===== config.mk =====
export PLATFORM = sky130hd
export DESIGN_NAME = soc_eeg_streamer
export DESIGN_NICKNAME = d
export VERILOG_FILES = /design/src/rtl/soc_eeg_streamer_pkg.sv /design/src/rtl/soc_eeg_streamer_sample_fifo.sv /design/src/rtl/soc_eeg_streamer.sv
export SDC_FILE = /design/constraint.sdc
export NUM_CORES = 1
export LEC_CHECK = 0
export CAP_MARGIN = 20
export CORE_AREA = 2 2 159 161
export CTS_CLUSTER_SIZE = 40
export DETAILED_ROUTE_END_ITERATION = 7
export DIE_AREA = 0 0 161 163
export HOLD_SLACK_MARGIN = 0.1
export PLACE_DENSITY = 0.72
export SLEW_MARGIN = 20
export SYNTH_ARGS = -nofsm -noshare
export SYNTH_HDL_FRONTEND = slang
export SYNTH_SLANG_ARGS = --single-unit

===== constraint.sdc =====
create_clock -name clk -period 5.55 [get_ports clk]
set_input_delay 1.11 -clock clk [delete_from_list [all_inputs] [get_ports clk]]
set_output_delay 1.11 -clock clk [all_outputs]
set_load 0.1 [all_outputs]

===== src/rtl/soc_eeg_streamer_pkg.sv =====
// soc_eeg_streamer_pkg: shared data types, FSM encoding and parameter defaults
// for the SoC-side EEG streamer.
package soc_eeg_streamer_pkg;
    typedef logic [15:0] AdcData_t;
    typedef logic [2:0]  SleepStage_t;
    typedef enum logic [2:0] {
        ST_IDLE     = 3'd0,
        ST_EPOCH    = 3'd1,
        ST_START    = 3'd2,
        ST_STREAM   = 3'd3,
        ST_WAIT_INF = 3'd4
    } SocStreamState_t;
    localparam int DEF_NUM_SAMPLES = 3840;
    localparam int DEF_SAMPLE_GAP  = 4;
    localparam int DEF_FIFO_DEPTH  = 16;
    localparam int DEF_INF_TIMEOUT = 2**20;
endpackage


===== src/rtl/soc_eeg_streamer_sample_fifo.sv =====
// soc_eeg_streamer_sample_fifo: synchronous ADC sample FIFO with flush.
// A push into a full FIFO succeeds only when a pop frees the slot in the same cycle.
module soc_eeg_streamer_sample_fifo
    import soc_eeg_streamer_pkg::*;
#(
    parameter int DEPTH = DEF_FIFO_DEPTH
) (
    input  logic     clk,
    input  logic     rst_n,
    input  logic     i_push,
    input  logic     i_pop,
    input  logic     i_flush,
    input  AdcData_t i_data,
    output AdcData_t o_data,
    output logic     o_full,
    output logic     o_empty
);
    localparam int AW = $clog2(DEPTH);

    AdcData_t      r_mem [DEPTH];
    logic [AW-1:0] r_wr;
    logic [AW-1:0] r_rd;
    logic [AW:0]   r_cnt;
    logic          w_wr;
    logic          w_rd;

    assign o_full  = r_cnt == (AW+1)'(DEPTH);
    assign o_empty = r_cnt == '0;
    assign w_rd    = i_pop && !o_empty;
    assign w_wr    = i_push && (!o_full || w_rd);
    assign o_data  = r_mem[r_rd];

    always_ff @(posedge clk or negedge rst_n) begin
        if (!rst_n) begin
            r_wr  <= '0;
            r_rd  <= '0;
            r_cnt <= '0;
        end else if (i_flush) begin
            r_wr  <= '0;
            r_rd  <= '0;
            r_cnt <= '0;
        end else begin
            r_wr  <= w_wr ? r_wr + 1'b1 : r_wr;
            r_rd  <= w_rd ? r_rd + 1'b1 : r_rd;
            r_cnt <= r_cnt + (AW+1)'(w_wr) - (AW+1)'(w_rd);
        end
    end

    always_ff @(posedge clk) begin
        if (w_wr && !i_flush) r_mem[r_wr] <= i_data;
    end
endmodule


===== src/rtl/soc_eeg_streamer.sv =====
// soc_eeg_streamer: buffers ADC samples and, once per epoch, announces the epoch to the CiM,
// streams NUM_SAMPLES paced samples into it and captures the inferred sleep stage.
module soc_eeg_streamer
    import soc_eeg_streamer_pkg::*;
#(
    parameter int NUM_SAMPLES = DEF_NUM_SAMPLES,
    parameter int SAMPLE_GAP  = DEF_SAMPLE_GAP,
    parameter int FIFO_DEPTH  = DEF_FIFO_DEPTH,
    parameter int INF_TIMEOUT = DEF_INF_TIMEOUT
) (
    input  logic        clk,
    input  logic        rst_n,
    input  logic        i_epoch_tick,
    input  logic        i_adc_valid,
    input  AdcData_t    i_adc_data,
    input  logic        i_clear_flags,
    output logic        o_cim_new_sleep_epoch,
    output logic        o_cim_start_eeg_load,
    output logic        o_cim_new_eeg_data,
    output AdcData_t    o_cim_eeg,
    input  logic        i_cim_inference_complete,
    input  SleepStage_t i_cim_inferred_sleep_stage,
    output logic        o_stage_valid,
    output SleepStage_t o_sleep_stage,
    output logic        o_busy,
    output logic        o_overflow,
    output logic        o_epoch_missed,
    output logic        o_timeout_err
);
    localparam int GW = $clog2(SAMPLE_GAP + 1);
    localparam int TW = $clog2(INF_TIMEOUT + 1);
    localparam logic [GW-1:0] GAP      = GW'(SAMPLE_GAP);
    localparam logic [TW-1:0] TMO_LAST = TW'(INF_TIMEOUT - 1);
    localparam logic [11:0]   CNT_LAST = 12'(NUM_SAMPLES - 1);

    SocStreamState_t r_state;
    SocStreamState_t w_next;
    logic [11:0]     r_cnt;
    logic [GW-1:0]   r_gap;
    logic [TW-1:0]   r_tmo;
    logic            r_eeg_pulse;
    logic            r_stage_valid;
    logic            r_overflow;
    logic            r_epoch_missed;
    logic            r_timeout_err;
    AdcData_t        r_eeg;
    SleepStage_t     r_stage;
    AdcData_t        w_fifo_data;
    logic            w_start;
    logic            w_push;
    logic            w_pop;
    logic            w_last;
    logic            w_done;
    logic            w_tmo;
    logic            w_full;
    logic            w_empty;
    logic            w_drop;

    assign w_start = i_epoch_tick && r_state == ST_IDLE;
    assign w_push  = i_adc_valid && (r_state inside {ST_EPOCH, ST_START, ST_STREAM});
    assign w_pop   = r_state == ST_STREAM && !w_empty && r_gap >= GAP;
    assign w_last  = w_pop && r_cnt == CNT_LAST;
    assign w_done  = r_state == ST_WAIT_INF && i_cim_inference_complete;
    assign w_tmo   = r_state == ST_WAIT_INF && !i_cim_inference_complete && r_tmo == TMO_LAST;
    assign w_drop  = w_push && w_full && !w_pop;

    always_comb begin
        w_next = w_start                ? ST_EPOCH    :
                 r_state == ST_EPOCH    ? ST_START    :
                 r_state == ST_START    ? ST_STREAM   :
                 w_last                 ? ST_WAIT_INF :
                 (w_done || w_tmo)      ? ST_IDLE     : r_state;
    end

    soc_eeg_streamer_sample_fifo #(.DEPTH(FIFO_DEPTH)) u_sample_fifo (
        .clk     (clk),
        .rst_n   (rst_n),
        .i_push  (w_push),
        .i_pop   (w_pop),
        .i_flush (w_start),
        .i_data  (i_adc_data),
        .o_data  (w_fifo_data),
        .o_full  (w_full),
        .o_empty (w_empty)
    );

    // Gap counter starts saturated so the first sample may go out right after START.
    always_ff @(posedge clk or negedge rst_n) begin
        if (!rst_n) begin
            r_state        <= ST_IDLE;
            r_cnt          <= '0;
            r_gap          <= '0;
            r_tmo          <= '0;
            r_eeg_pulse    <= 1'b0;
            r_eeg          <= '0;
            r_stage_valid  <= 1'b0;
            r_stage        <= '0;
            r_overflow     <= 1'b0;
            r_epoch_missed <= 1'b0;
            r_timeout_err  <= 1'b0;
        end else begin
            r_state        <= w_next;
            r_cnt          <= w_start ? '0 : r_cnt + 12'(w_pop);
            r_gap          <= r_state == ST_START ? GAP : w_pop ? GW'(1) : r_gap < GAP ? r_gap + 1'b1 : r_gap;
            r_tmo          <= r_state == ST_WAIT_INF ? r_tmo + 1'b1 : '0;
            r_eeg_pulse    <= w_pop;
            r_eeg          <= w_pop ? w_fifo_data : r_eeg;
            r_stage_valid  <= w_done;
            r_stage        <= w_done ? i_cim_inferred_sleep_stage : r_stage;
            r_overflow     <= w_drop || (r_overflow && !i_clear_flags);
            r_epoch_missed <= (i_epoch_tick && r_state != ST_IDLE) || (r_epoch_missed && !i_clear_flags);
            r_timeout_err  <= w_tmo || (r_timeout_err && !i_clear_flags);
        end
    end

    assign o_cim_new_sleep_epoch = r_state == ST_EPOCH;
    assign o_cim_start_eeg_load  = r_state == ST_START;
    assign o_cim_new_eeg_data    = r_eeg_pulse;
    assign o_cim_eeg             = r_eeg;
    assign o_stage_valid         = r_stage_valid;
    assign o_sleep_stage         = r_stage;
    assign o_busy                = r_state != ST_IDLE;
    assign o_overflow            = r_overflow;
    assign o_epoch_missed        = r_epoch_missed;
    assign o_timeout_err         = r_timeout_err;
endmodule


Word level (Yosys, flattened, before mapping):

Memories as Yosys holds them, arrays and structs flattened. A register that Yosys moved wholly into a read port is not among the register bits.
Index checks and enable logic that the tools add are counted.
Widths: inputs -> output; s select.

* bits in registers: 60
* memory bits (writable): 256
* input port bits: 25
* output and inout port bits: 27
* memories: 1

* add/sub/neg operators: 7
* order comparisons: 2
* eq/ne operators: 7
* multiplexer cells: 17
* reduce and logical (&&, ||, !) cells: 37

Memories
* u_sample_fifo.r_mem: depth 16, bits a word 16, read ports 1, clocked after memory_dff 1, write ports 1, RTL line soc_eeg_streamer_sample_fifo.sv:20 `AdcData_t r_mem [DEPTH];`

Operator list (count)
* $mux 3: 8
* $add 21x1->21 const B: 1
* $eq 21x20->1 const B: 1
* $mux 21: 1
* $logic_and 1x1->1: 17
* $mux 4: 4
* $add 12x1->12: 1
* $eq 12x12->1 const B: 1
* $mux 12: 1
* $reduce_bool 3->1: 3
* $add 4x1->4 const B: 2
* $logic_not 1->1: 7
* $eq 3x2->1 const B: 2
* $add 5x1->5: 1
* $eq 5x5->1 const B: 1
* $logic_not 5->1: 1
* $logic_or 1x1->1: 5
* $mux 5: 1
* $reduce_bool 5->1: 1
* $sub 5x1->5: 1
* $reduce_bool 2->1: 2
* $add 3x1->3 const B: 1
* $eq 3x1->1 const B: 1
* $eq 3x3->1 const B: 1
* 4 further kinds: 5

Depth between registers and ports, before layout:

Gate-level depths: netlist of run 1.

* depth in word-level cells: 10
* gate-level depth with buffers: 14
* depth with buffers taken out: 14

By module:

Synthesis of run 1 repeated with hierarchy kept, for this count alone.

* cell total of the unflattened synthesis: 852
* area, all modules: 13753.2 um^2

By module, submodules not included
* soc_eeg_streamer_sample_fifo: times used 1, cells an instance 566, area each 10926.7 um^2, seq. area each 8012.7 um^2
* soc_eeg_streamer: times used 1, cells an instance 286, area each 2826.5 um^2, seq. area each 1576.5 um^2

Worst setup path after synthesis of run 1:

No wires, ideal clock.

* path kind: flip-flop to output port
* start: register r_state[1]
* end: output port o_cim_start_eeg_load
* arrival time: 2.633 ns
* data required time: 4.440 ns
* setup slack: 1.807 ns
* stages on the path, launching flop included: 3
* path buffers: 0
* path through: dfrtp_1 > inv_1 > nor3_1

* longest elaborated chain between the ends: 1

RTL lines
* from (decl): RTL line soc_eeg_streamer.sv:36 `SocStreamState_t r_state;`
* from (signal assigned): RTL line soc_eeg_streamer.sv:102 `r_state <= w_next;`
* $eq 3x2->1: RTL line soc_eeg_streamer.sv:117 `assign o_cim_start_eeg_load = r_state == ST_START;`
* to (decl): RTL line soc_eeg_streamer.sv:18 `output logic o_cim_start_eeg_load,`

No other way between the ends.

Worst setup path in the final report of run 1:

Ends and elaborated chain as after synthesis.

==> results.txt, run 1 <==
status -> finished, final reports clean
H-tree Lvls -> 2
Total GRT Usage -> 22.1%
final hold vios -> 0
Routed Antenna Nets -> 0
Pint -> 5000 µW
worst path bufs/invs -> 2
core area -> 24700 µm²
max-cap viol count -> 0
R2R Setup Slk -> 2.55 ns
skew final -> 0.0205 ns
CP Class -> flip-flop to output port
clk slew on worst S/H paths -> 0.06 ns
share of cells above drive strength 1 -> 17.9%
unrepaired setup endpoints after global routing -> false
Placer Congestion -> 0.805
Setup Viol. Count Final -> 0
pwr/cell area -> 479 nW/µm²
DIE HEIGHT -> 163 µm
asr flop ratio synth -> 22.9%
peak supply drop -> 644 µV
largest net degree at the start of global routing -> 77
clock sinks -> 332
Worst Tran Pin Value -> 1.00 ns
DRC -> 0
register area -> 9600 µm²
post_cts resized -> 0
Post-DP HPWL -> 17000 µm
Leak Pwr -> 0.00524 µW
CP max FO -> 6
Post-Synthesis Cells -> 755
port buffer count -> 51
Sw Pwr -> 2340 µW
initial DRC count -> 670
Post-synth EDFFs -> 256
CP arrival -> 2.67 ns
Starting Density -> 53.8%
vias per inst -> 6.03
die width -> 161 µm
Congestion Overflow GR -> 0
Ports -> 52
global-route wire length before repair -> 43200 µm
syn_area_per_cell -> 17.6 µm²
minimum clock period -> 3.78 ns
final hold slack -> 0.474 ns
worst hold-check path type -> flip-flop to flip-flop
antenna violations before repair -> 0
Fill cells -> 1729
Crit path max-delay family -> buffers and inverters
Slew Viols, Final -> 0
Cell Rows -> 58
syn_nets -> 796
drt total wl -> 27700 µm
ant diodes -> 0
YS warnings -> 0
vias in the first global route -> 7403
sequential share of power -> 43.0%
Root Driver -> clkbuf_16
critical-path cell list -> inv_1, nor3_1, clkdlybuf4s50_1
Post-synth top flop -> edfxtp_1
critical path data required time -> 4.44 ns
Multi-input gate area -> 3460 µm²
Die Area -> 26200 µm²
Routed wire per std cell -> 23.5 µm
Slew HR -> 32.8%
Fmax -> 264 MHz
Post CTS Setup Buffer Count -> 0
Initial DRT Pass Iterations -> 5
nets@finish -> 862
via count -> 7102
worst skew pair latency -> 0.53 ns
CTS tree -> done
cts bufs inserted -> 35
mapped cell area -> 13300 µm²
Critical Path Slowest Stage Cell -> clkdlybuf4s50_1
Synth-to-Final Area Change -> 15.6%
setup TNS -> 0 ns
crit end category -> output port
crit start category -> flip-flop
period utilization -> 68.2%
Logic pwr share -> 25.2%
Post-CTS Hold Fix Bufs -> 0
Clock power frac -> 31.8%
Cell variety after synth -> 53
Largest stage delay, worst path -> 1.23 ns
clk buf depth -> 3
sequential area share after synthesis -> 72.3%
sw frac -> 31.9%
synthesized flop and latch total -> 332
==> power groups by stage <==
stage	sequential (µW)	clock, µW	combinational [µW]
finish	3150	2340	1850
detailed placement	3200	0	1870
floorplan	3400	0	1110
CTS	3160	2380	1880
global route	3190	2480	1970
global placement	3190	0	1830
==> Yosys cell counts (all sizes together) (4+ instances only) <==
cell type	n	share of area, %
and3	8	0.39
buf	16	0.58
nor4	5	0.24
edfxtp	256	58
nand2	20	0.57
and2	10	0.47
clkbuf	19	0.54
a21oi	17	0.64
mux4	64	11
nor2b	6	0.28
dfrtp	76	14
o22ai	16	0.75
xnor2	10	0.66
xor2	12	0.79
inv	25	0.71
nor3	8	0.30
nand3	16	0.64
or2	5	0.24
nand4	7	0.44
a221oi	16	1.1
ha	15	1.4
or4	4	0.23
o21ai	13	0.49
nor2	48	1.4
or3	14	0.67
mux2i	16	1.2
==> path summary, 6_finish.rpt <==
kind,endpoint,startpoint,depth (start not counted)
worst max-delay path,o_cim_start_eeg_load,r_state[1],3
worst min-delay path,r_tmo[0],r_tmo[0],1
worst max register to register,u_sample_fifo.r_mem[15][0],u_sample_fifo.r_cnt[3],8
worst min register to register,r_tmo[0],r_tmo[0],1
max in group asynchronous,u_sample_fifo.r_rd[3],rst_n,1
min in group asynchronous,r_cnt[0],rst_n,1
==> metal layers <==
metal  global-route usage (%)  wire, µm  up-vias
li1                         -         -     3112
met1                     29.9     11500     3692
met2                     36.4     13700      240
met3                     4.53      1780       58
met4                     7.26       739        0
met5                        0         0        -
==> registers in the layout, summed over array words and instances, names as in the netlist <==
register and count:
o_sleep_stage 3, o_cim_eeg 16, o_timeout_err 1, u_sample_fifo.r_mem 256, o_stage_valid 1, u_sample_fifo.r_cnt 5
u_sample_fifo.r_wr 4, o_overflow 1, o_epoch_missed 1, r_tmo 21, r_gap 3, r_cnt 12
o_cim_new_eeg_data 1, r_state 3, u_sample_fifo.r_rd 4
==> cell usage in the layout, fill, tap and decap left out, drive strengths merged, types with 15 or more instances in the layout <==
cell type and count:
edfxtp 256, dfrtp 76, mux4 64, clkdlybuf4s50 50
nor2 48, clkbuf 47, inv 26, nand2 20
a21oi 17, o22ai 16, mux2i 16, a221oi 16
nand3 16, ha 15
==> per-stage QoR <==
step                      instances  instance area, µm²  total power [µW]  setup slack (ns)  utilization, %
final                          1178               15300              7340              1.77            62.2
after global routing           1178               15300              7650              1.60            62.2
after CTS                      1178               15300              7420              1.76            62.1
after detailed placement       1114               14200              5070              1.88            57.4
after global placement         1114               14200              5020              1.94            57.4
after floorplan                 755               13300              4510              1.81               -
==> worst register-to-register path: stages (launching register included) <==
cell and delay (ns):
dfrtp_1 0.39, inv_1 0.08, ha_1 0.15, or3b_2 0.46, o311ai_1 0.40, buf_4 0.27, inv_1 0.14, and3_1 0.25
and2_1 0.47
==> kinds of logic (layout without fill, tap and decap cells) <==
family | after synthesis | count (layout) | synth area share, %
and+or+nand+nor | 162 | 162 | 6.48
muxes | 83 | 83 | 12.3
buffers and inverters | 60 | 153 | 1.83
DFF | 332 | 332 | 72.3
xor gates and xnor gates | 22 | 22 | 1.45
AOI/OAI and AO/OA | 80 | 80 | 4.06
adders and majority gates | 16 | 16 | 1.57
==> final cells by class <==
type                    instances  share of cell area [%]
well taps                     330                    2.69
multi-input cells             363                    22.6
clock buffers                  47                    6.40
flip-flops and latches        332                    62.6
repair buffers                 64                    3.97
clock inverters                17                    1.19
inverters                      25                   0.612
(Power assumes the default switching activity.)
==> run 2, diff against run 1 <==
clock period = 3.5 ns   (was 5.55 ns; I/O delays follow)
==> run 2 against run 1 <==
Setup slack worse by 1.3 ns; flip-flop and latch count stayed put; critical path depth down 1; first-iteration DRC count grew 16%; critical endpoint is now o_busy; power increased by 57%; count of clock-buffer cells in the layout rose by 4; combinational power rose by 67%; sequential share of layout area decreased by 0.48 points.
==> results.txt, run 2 (synthesized netlist as in run 1, its figures left out) <==
Leak Pwr -> 0.00536 µW (was 0.00524 µW)
critical path data required time -> 2.80 ns (was 4.44 ns)
Ports -> 52 (unchanged)
Logic pwr share -> 26.7% (was 25.2%)
final hold slack -> 0.219 ns (was 0.474 ns)
Congestion Overflow GR -> 0 (unchanged)
FF-to-FF path depth -> 14 (was 8)
crit start category -> flip-flop (unchanged)
Placed Area -> 14300 µm² (was 14200 µm²)
H-tree Lvls -> 2 (unchanged)
placed insts -> 1132 (was 1114)
Die Area -> 26200 µm² (unchanged)
worst skew pair latency -> 0.53 ns (about the same)
sw frac -> 31.5% (was 31.9%)
FF-to-FF End -> u_sample_fifo.r_cnt[4] (was u_sample_fifo.r_mem[15][0])
Post-CTS Hold Fix Bufs -> 0 (unchanged)
peak supply drop -> 903 µV (was 644 µV)
drt total wl -> 28400 µm (was 27700 µm)
CP max FO -> 7 (was 6)
clk slew on worst S/H paths -> 0.06 ns (about the same)
Largest register FFs -> 256 (unchanged)
Root Driver -> clkbuf_16 (unchanged)
via count -> 7146 (was 7102)
crit end category -> output port (unchanged)
largest net degree at the start of global routing -> 77 (unchanged)
worst flop-to-flop path startpoint -> u_sample_fifo.r_cnt[3] (unchanged)
max-cap viol count -> 0 (unchanged)
ant diodes -> 0 (unchanged)
Cell Rows -> 58 (unchanged)
CP arrival -> 2.37 ns (was 2.67 ns)
post-route insts no fill -> 1195 (was 1178)
core area -> 24700 µm² (unchanged)
Placer Congestion -> 0.833 (was 0.805)
initial DRC count -> 775 (was 670)
die width -> 161 µm (unchanged)
Slew HR -> 27.9% (was 32.8%)
CP Class -> flip-flop to output port (unchanged)
skew final -> 0.0252 ns (was 0.0205 ns)
post_cts resized -> 0 (unchanged)
R2R Setup Slk -> 0.46 ns (was 2.55 ns)
vias per inst -> 5.98 (was 6.03)
Sw Pwr -> 3630 µW (was 2340 µW)
nets@finish -> 880 (was 862)
share of cells above drive strength 1 -> 20.2% (was 17.9%)
total power -> 11500 µW (was 7340 µW)
Total GRT Usage -> 22.3% (was 22.1%)
unrepaired setup endpoints after global routing -> false (unchanged)
setup TNS -> 0 ns (unchanged)
global-route wire length before repair -> 43900 µm (was 43200 µm)
worst hold-check path type -> primary input to async pin (was flip-flop to flip-flop)
Post CTS Setup Buffer Count -> 0 (unchanged)
commonest non-fill, non-tap cell in the layout -> edfxtp_1 (unchanged)
CTS tree -> done (unchanged)
Synth-to-Final Area Change -> 16.5% (was 15.6%)
Fmax -> 326 MHz
port buffer count -> 51 (unchanged)
antenna violations before repair -> 0 (unchanged)
Most flops, register -> u_sample_fifo.r_mem (unchanged)
clk buf depth -> 3 (unchanged)
sequential share of power -> 41.5% (was 43.0%)
Initial DRT Pass Iterations -> 5 (unchanged)
Routed Antenna Nets -> 0 (unchanged)
WL met1 -> 11800 µm (was 11500 µm)
period utilization -> 87.6%
final hold vios -> 0 (unchanged)
Pint -> 7910 µW (was 5000 µW)
DRC -> 0 (unchanged)
Starting Density -> 53.8% (unchanged)
Top Layer Used -> met4 (unchanged)
Post-DP HPWL -> 16900 µm (was 17000 µm)
cts bufs inserted -> 35 (unchanged)
met3 routed WL -> 1550 µm (was 1780 µm)
WL met2 -> 14300 µm (was 13700 µm)
minimum clock period -> 3.07 ns
Slew Viols, Final -> 0 (unchanged)
vias in the first global route -> 7512 (was 7403)
DIE HEIGHT -> 163 µm (unchanged)
Post-Layout Inst Area -> 15500 µm² (was 15300 µm²)
Routed wire per std cell -> 23.8 µm (was 23.5 µm)
Worst Tran Pin Value -> 1.08 ns (was 1.00 ns)
Setup Viol. Count Final -> 0 (unchanged)
Clock power frac -> 31.8% (about the same)
pwr/cell area -> 747 nW/µm² (was 479 nW/µm²)
status -> finished, final reports clean (unchanged)
clock sinks -> 332 (unchanged)
most frequent cells in the layout -> edfxtp_1, dfrtp_1, mux4_2 (unchanged)
run 2: changes by cell type in the layout (fill, tap and decap cells not counted), sizes merged:
cell	previous run	this run
buf	14	39
clkbuf	47	51
clkdlybuf4s50	50	43
bufinv	3	2
clkinvlp	4	1
clkinv	9	8
run 2: final cells by class:
type                       instances  area, µm²
multi-input combinational        363       3460
tap                              330        413
fill                            1727       9220
clock inverter                    12        125
inverter                          25       93.8
timing repair buffer              82        739
sequential                       332       9590
clock buffer                      51       1030
run 2: through the flow:
step | setup WS (ns) | util, %
3_5_place_dp | 0.486 | 57.9
5_1_grt | 0.207 | 62.6
2_1_floorplan | 0.167 | -
4_1_cts | 0.420 | 62.6
6_report | 0.432 | 62.6
3_3_place_gp | 0.640 | 57.9
run 2: worst max-delay path, cell delays in order (launching register included):
cell and delay (ns):
dfrtp_1 0.43, or3_1 0.44, clkdlybuf4s50_1 0.99
run 2: power by group through the flow:
| stage | Clock [µW] | Sequential [µW] | Combinational [µW] |
|---|---|---|---|
| 2_1_floorplan | 0 | 5390 | 1760 |
| 3_3_place_gp | 0 | 4850 | 3020 |
| 3_5_place_dp | 0 | 4870 | 3090 |
| 4_1_cts | 3730 | 4790 | 3110 |
| 5_1_grt | 3890 | 4820 | 3300 |
| 6_report | 3670 | 4790 | 3090 |
run 2: worst max path at each step:
stage	from	to	slack, ns	depth (start not counted)
after floorplan	r_state[1]	o_cim_start_eeg_load	0.17	2
after global placement	u_sample_fifo.r_cnt[3]	u_sample_fifo.r_cnt[4]	0.64	14
after detailed placement	u_sample_fifo.r_cnt[3]	u_sample_fifo.r_cnt[4]	0.49	14
after CTS	r_state[0]	o_busy	0.42	2
after global routing	u_sample_fifo.r_cnt[2]	u_sample_fifo.r_cnt[4]	0.21	14
final	r_state[0]	o_busy	0.43	2
run 2: metal layers:
layer | up-vias | GRT usage [%]
met5 | - | 0
met4 | 0 | 7.67
met3 | 55 | 3.54
met2 | 233 | 37.5
met1 | 3718 | 30.1
li1 | 3140 | -
==> run 3, diff against run 2 <==
SLEW_MARGIN = unset   (was 20)
==> run 3 against run 2 <==
Power hardly changed; register-to-register slack barely moved; core utilization grew 0.14 points; highest routed layer unchanged; largest power group unchanged; combinational power is essentially flat; global-route usage stayed put; critical endpoint unchanged; final area up 0.22%; count of clock-buffer cells in the layout is the same; routed wire length increased by 0.19%; sequential power hardly changed; maximum frequency decreased by 0.21%; die area did not move; largest cell class unchanged; final cell count up 0.17%.
==> results.txt, run 3 (synthesized netlist as in run 1, its figures left out) <==
FF-to-FF End -> u_sample_fifo.r_cnt[4] (unchanged)
clock sinks -> 332 (unchanged)
CP arrival -> 2.37 ns (about the same)
Worst Tran Pin Value -> 1.11 ns (was 1.08 ns)
most frequent cells in the layout -> edfxtp_1, dfrtp_1, mux4_2 (unchanged)
CTS tree -> done (unchanged)
Largest register FFs -> 256 (unchanged)
Logic pwr share -> 26.7% (about the same)
commonest non-fill, non-tap cell in the layout -> edfxtp_1 (unchanged)
post_cts resized -> 0 (unchanged)
DRC -> 0 (unchanged)
Min-Delay Endpoint -> r_tmo[0]
Root Driver -> clkbuf_16 (unchanged)
share of cells above drive strength 1 -> 20.3% (was 20.2%)
hold path start -> r_tmo[0]
Placed Area -> 14300 µm² (unchanged)
final hold vios -> 0 (unchanged)
critical-path cell list -> or3_1, clkdlybuf4s50_1 (unchanged)
max-cap viol count -> 0 (unchanged)
WHS Path Cells -> 1
antenna violations before repair -> 0 (unchanged)
worst hold-check path type -> flip-flop to flip-flop (was primary input to async pin)
vias in the first global route -> 7512 (unchanged)
Die Area -> 26200 µm² (unchanged)
worst flop-to-flop path startpoint -> u_sample_fifo.r_cnt[3] (unchanged)
Pint -> 7920 µW (was 7910 µW)
Total GRT Usage -> 22.3% (unchanged)
Congestion Overflow GR -> 0 (unchanged)
Routed Antenna Nets -> 0 (unchanged)
worst path bufs/invs -> 1 (unchanged)
Fmax -> 325 MHz (was 326 MHz)
Largest stage delay, worst path -> 0.99 ns (about the same)
vias per inst -> 6.03 (was 5.98)
drt total wl -> 28400 µm (about the same)
minimum clock period -> 3.07 ns (about the same)
met1 Use GR -> 30.1% (unchanged)
worst skew pair latency -> 0.52 ns (was 0.53 ns)
peak supply drop -> 903 µV (about the same)
Routed wire per std cell -> 23.8 µm (about the same)
Clock power frac -> 31.8% (about the same)
Synth-to-Final Area Change -> 16.7% (was 16.5%)
Sw Pwr -> 3630 µW (about the same)
crit end category -> output port (unchanged)
R2R Setup Slk -> 0.47 ns (was 0.46 ns)
core area -> 24700 µm² (unchanged)
Critical Path Slowest Stage Cell -> clkdlybuf4s50_1 (unchanged)
cts bufs inserted -> 35 (unchanged)
Post-DP HPWL -> 16900 µm (unchanged)
via count -> 7218 (was 7146)
critical path data required time -> 2.80 ns (about the same)
Cell Rows -> 58 (unchanged)
Ports -> 52 (unchanged)
Leak Pwr -> 0.00537 µW (was 0.00536 µW)
DIE HEIGHT -> 163 µm (unchanged)
Crit path max-delay family -> buffers and inverters (unchanged)
crit start category -> flip-flop (unchanged)
GR Util met3 -> 3.54% (unchanged)
FF-to-FF path depth -> 14 (unchanged)
clk buf depth -> 3 (unchanged)
Slew HR -> 25.9% (was 27.9%)
M2 GR Usage -> 37.5% (unchanged)
placed insts -> 1132 (unchanged)
skew final -> 0.0238 ns (was 0.0252 ns)
global-route wire length before repair -> 43900 µm (unchanged)
initial DRC count -> 750 (was 775)
Initial DRT Pass Iterations -> 5 (unchanged)
Placer Congestion -> 0.833 (unchanged)
H-tree Lvls -> 2 (unchanged)
unrepaired setup endpoints after global routing -> false (unchanged)
post-route insts no fill -> 1197 (was 1195)
clk slew on worst S/H paths -> 0.06 ns (about the same)
sw frac -> 31.4% (was 31.5%)
largest net degree at the start of global routing -> 77 (unchanged)
Most flops, register -> u_sample_fifo.r_mem (unchanged)
setup TNS -> 0 ns (unchanged)
CP Class -> flip-flop to output port (unchanged)
ant diodes -> 0 (unchanged)
final hold slack -> 0.466 ns (was 0.219 ns)
Starting Density -> 53.8% (unchanged)
port buffer count -> 51 (unchanged)
Top Usage Layer GRT -> met2 (unchanged)
total power -> 11500 µW (about the same)
nets@finish -> 882 (was 880)
pwr/cell area -> 746 nW/µm² (was 747 nW/µm²)
Post-Layout Inst Area -> 15500 µm² (about the same)
die width -> 161 µm (unchanged)
period utilization -> 87.8% (was 87.6%)
CP max FO -> 7 (unchanged)
Fill cells -> 1726 (was 1727)
sequential share of power -> 41.5% (about the same)
status -> finished, final reports clean (unchanged)
Slew Viols, Final -> 0 (unchanged)
Setup Viol. Count Final -> 0 (unchanged)
## run 3: how the worst max path moves through the flow
| stage | start | to | slack [ns] | cells past startpoint |
|---|---|---|---|---|
| final | r_state[0] | o_busy | 0.43 | 2 |
| after global routing | u_sample_fifo.r_cnt[2] | u_sample_fifo.r_cnt[4] | 0.21 | 14 |
| after CTS | r_state[0] | o_busy | 0.42 | 2 |
| after detailed placement | u_sample_fifo.r_cnt[3] | u_sample_fifo.r_cnt[4] | 0.49 | 14 |
| after global placement | u_sample_fifo.r_cnt[3] | u_sample_fifo.r_cnt[4] | 0.64 | 14 |
| after floorplan | r_state[1] | o_cim_start_eeg_load | 0.17 | 2 |
## run 3: cell type report
cell class | instances | area, µm² | area share, %
Inverter | 25 | 93.8 | 0.606
Sequential cell | 332 | 9590 | 62.0
Tap cell | 330 | 413 | 2.67
Clock buffer | 51 | 1030 | 6.63
Timing Repair Buffer | 84 | 773 | 4.99
Multi-Input combinational cell | 363 | 3460 | 22.3
Clock inverter | 12 | 125 | 0.808
## run 3: power groups by stage
| stage | Sequential, µW | Clock, µW | Combinational (µW) |
|---|---|---|---|
| CTS | 4790 | 3730 | 3110 |
| global placement | 4850 | 0 | 3020 |
| global route | 4830 | 3890 | 3310 |
| floorplan | 5390 | 0 | 1760 |
| detailed placement | 4870 | 0 | 3090 |
| finish | 4790 | 3670 | 3090 |
## run 3: worst reg2reg max path, delay by kind of cell, from the launching register on
family / cells / cell delay (ns)
flops: 1 / 0.38
buf+inv: 4 / 0.28
fa+ha+maj: 4 / 0.96
simple gates: 4 / 0.99
compound gates: 2 / 0.30
## run 3: routing by layer
metal | share of wire, % | routed length (µm) | up-vias
met4 | 2.9 | 816 | 0
met3 | 6.4 | 1810 | 60
met1 | 40 | 11500 | 3729
li1 | - | - | 3146
met5 | 0 | 0 | -
met2 | 50 | 14300 | 283
## run 3: timing repair
item | in CTS | in global routing
setup endpoints to repair | 0 | 0
buffers inserted | 0 | 0
hold endpoints to repair | 0 | 7
hold buffers | 0 | 1
## run 3: through the flow
step	utilization [%]	worst slack, ns
finish	62.8	0.426
global route	62.8	0.207
CTS	62.6	0.420
detailed placement	57.9	0.486
global placement	57.9	0.640
floorplan	-	0.167
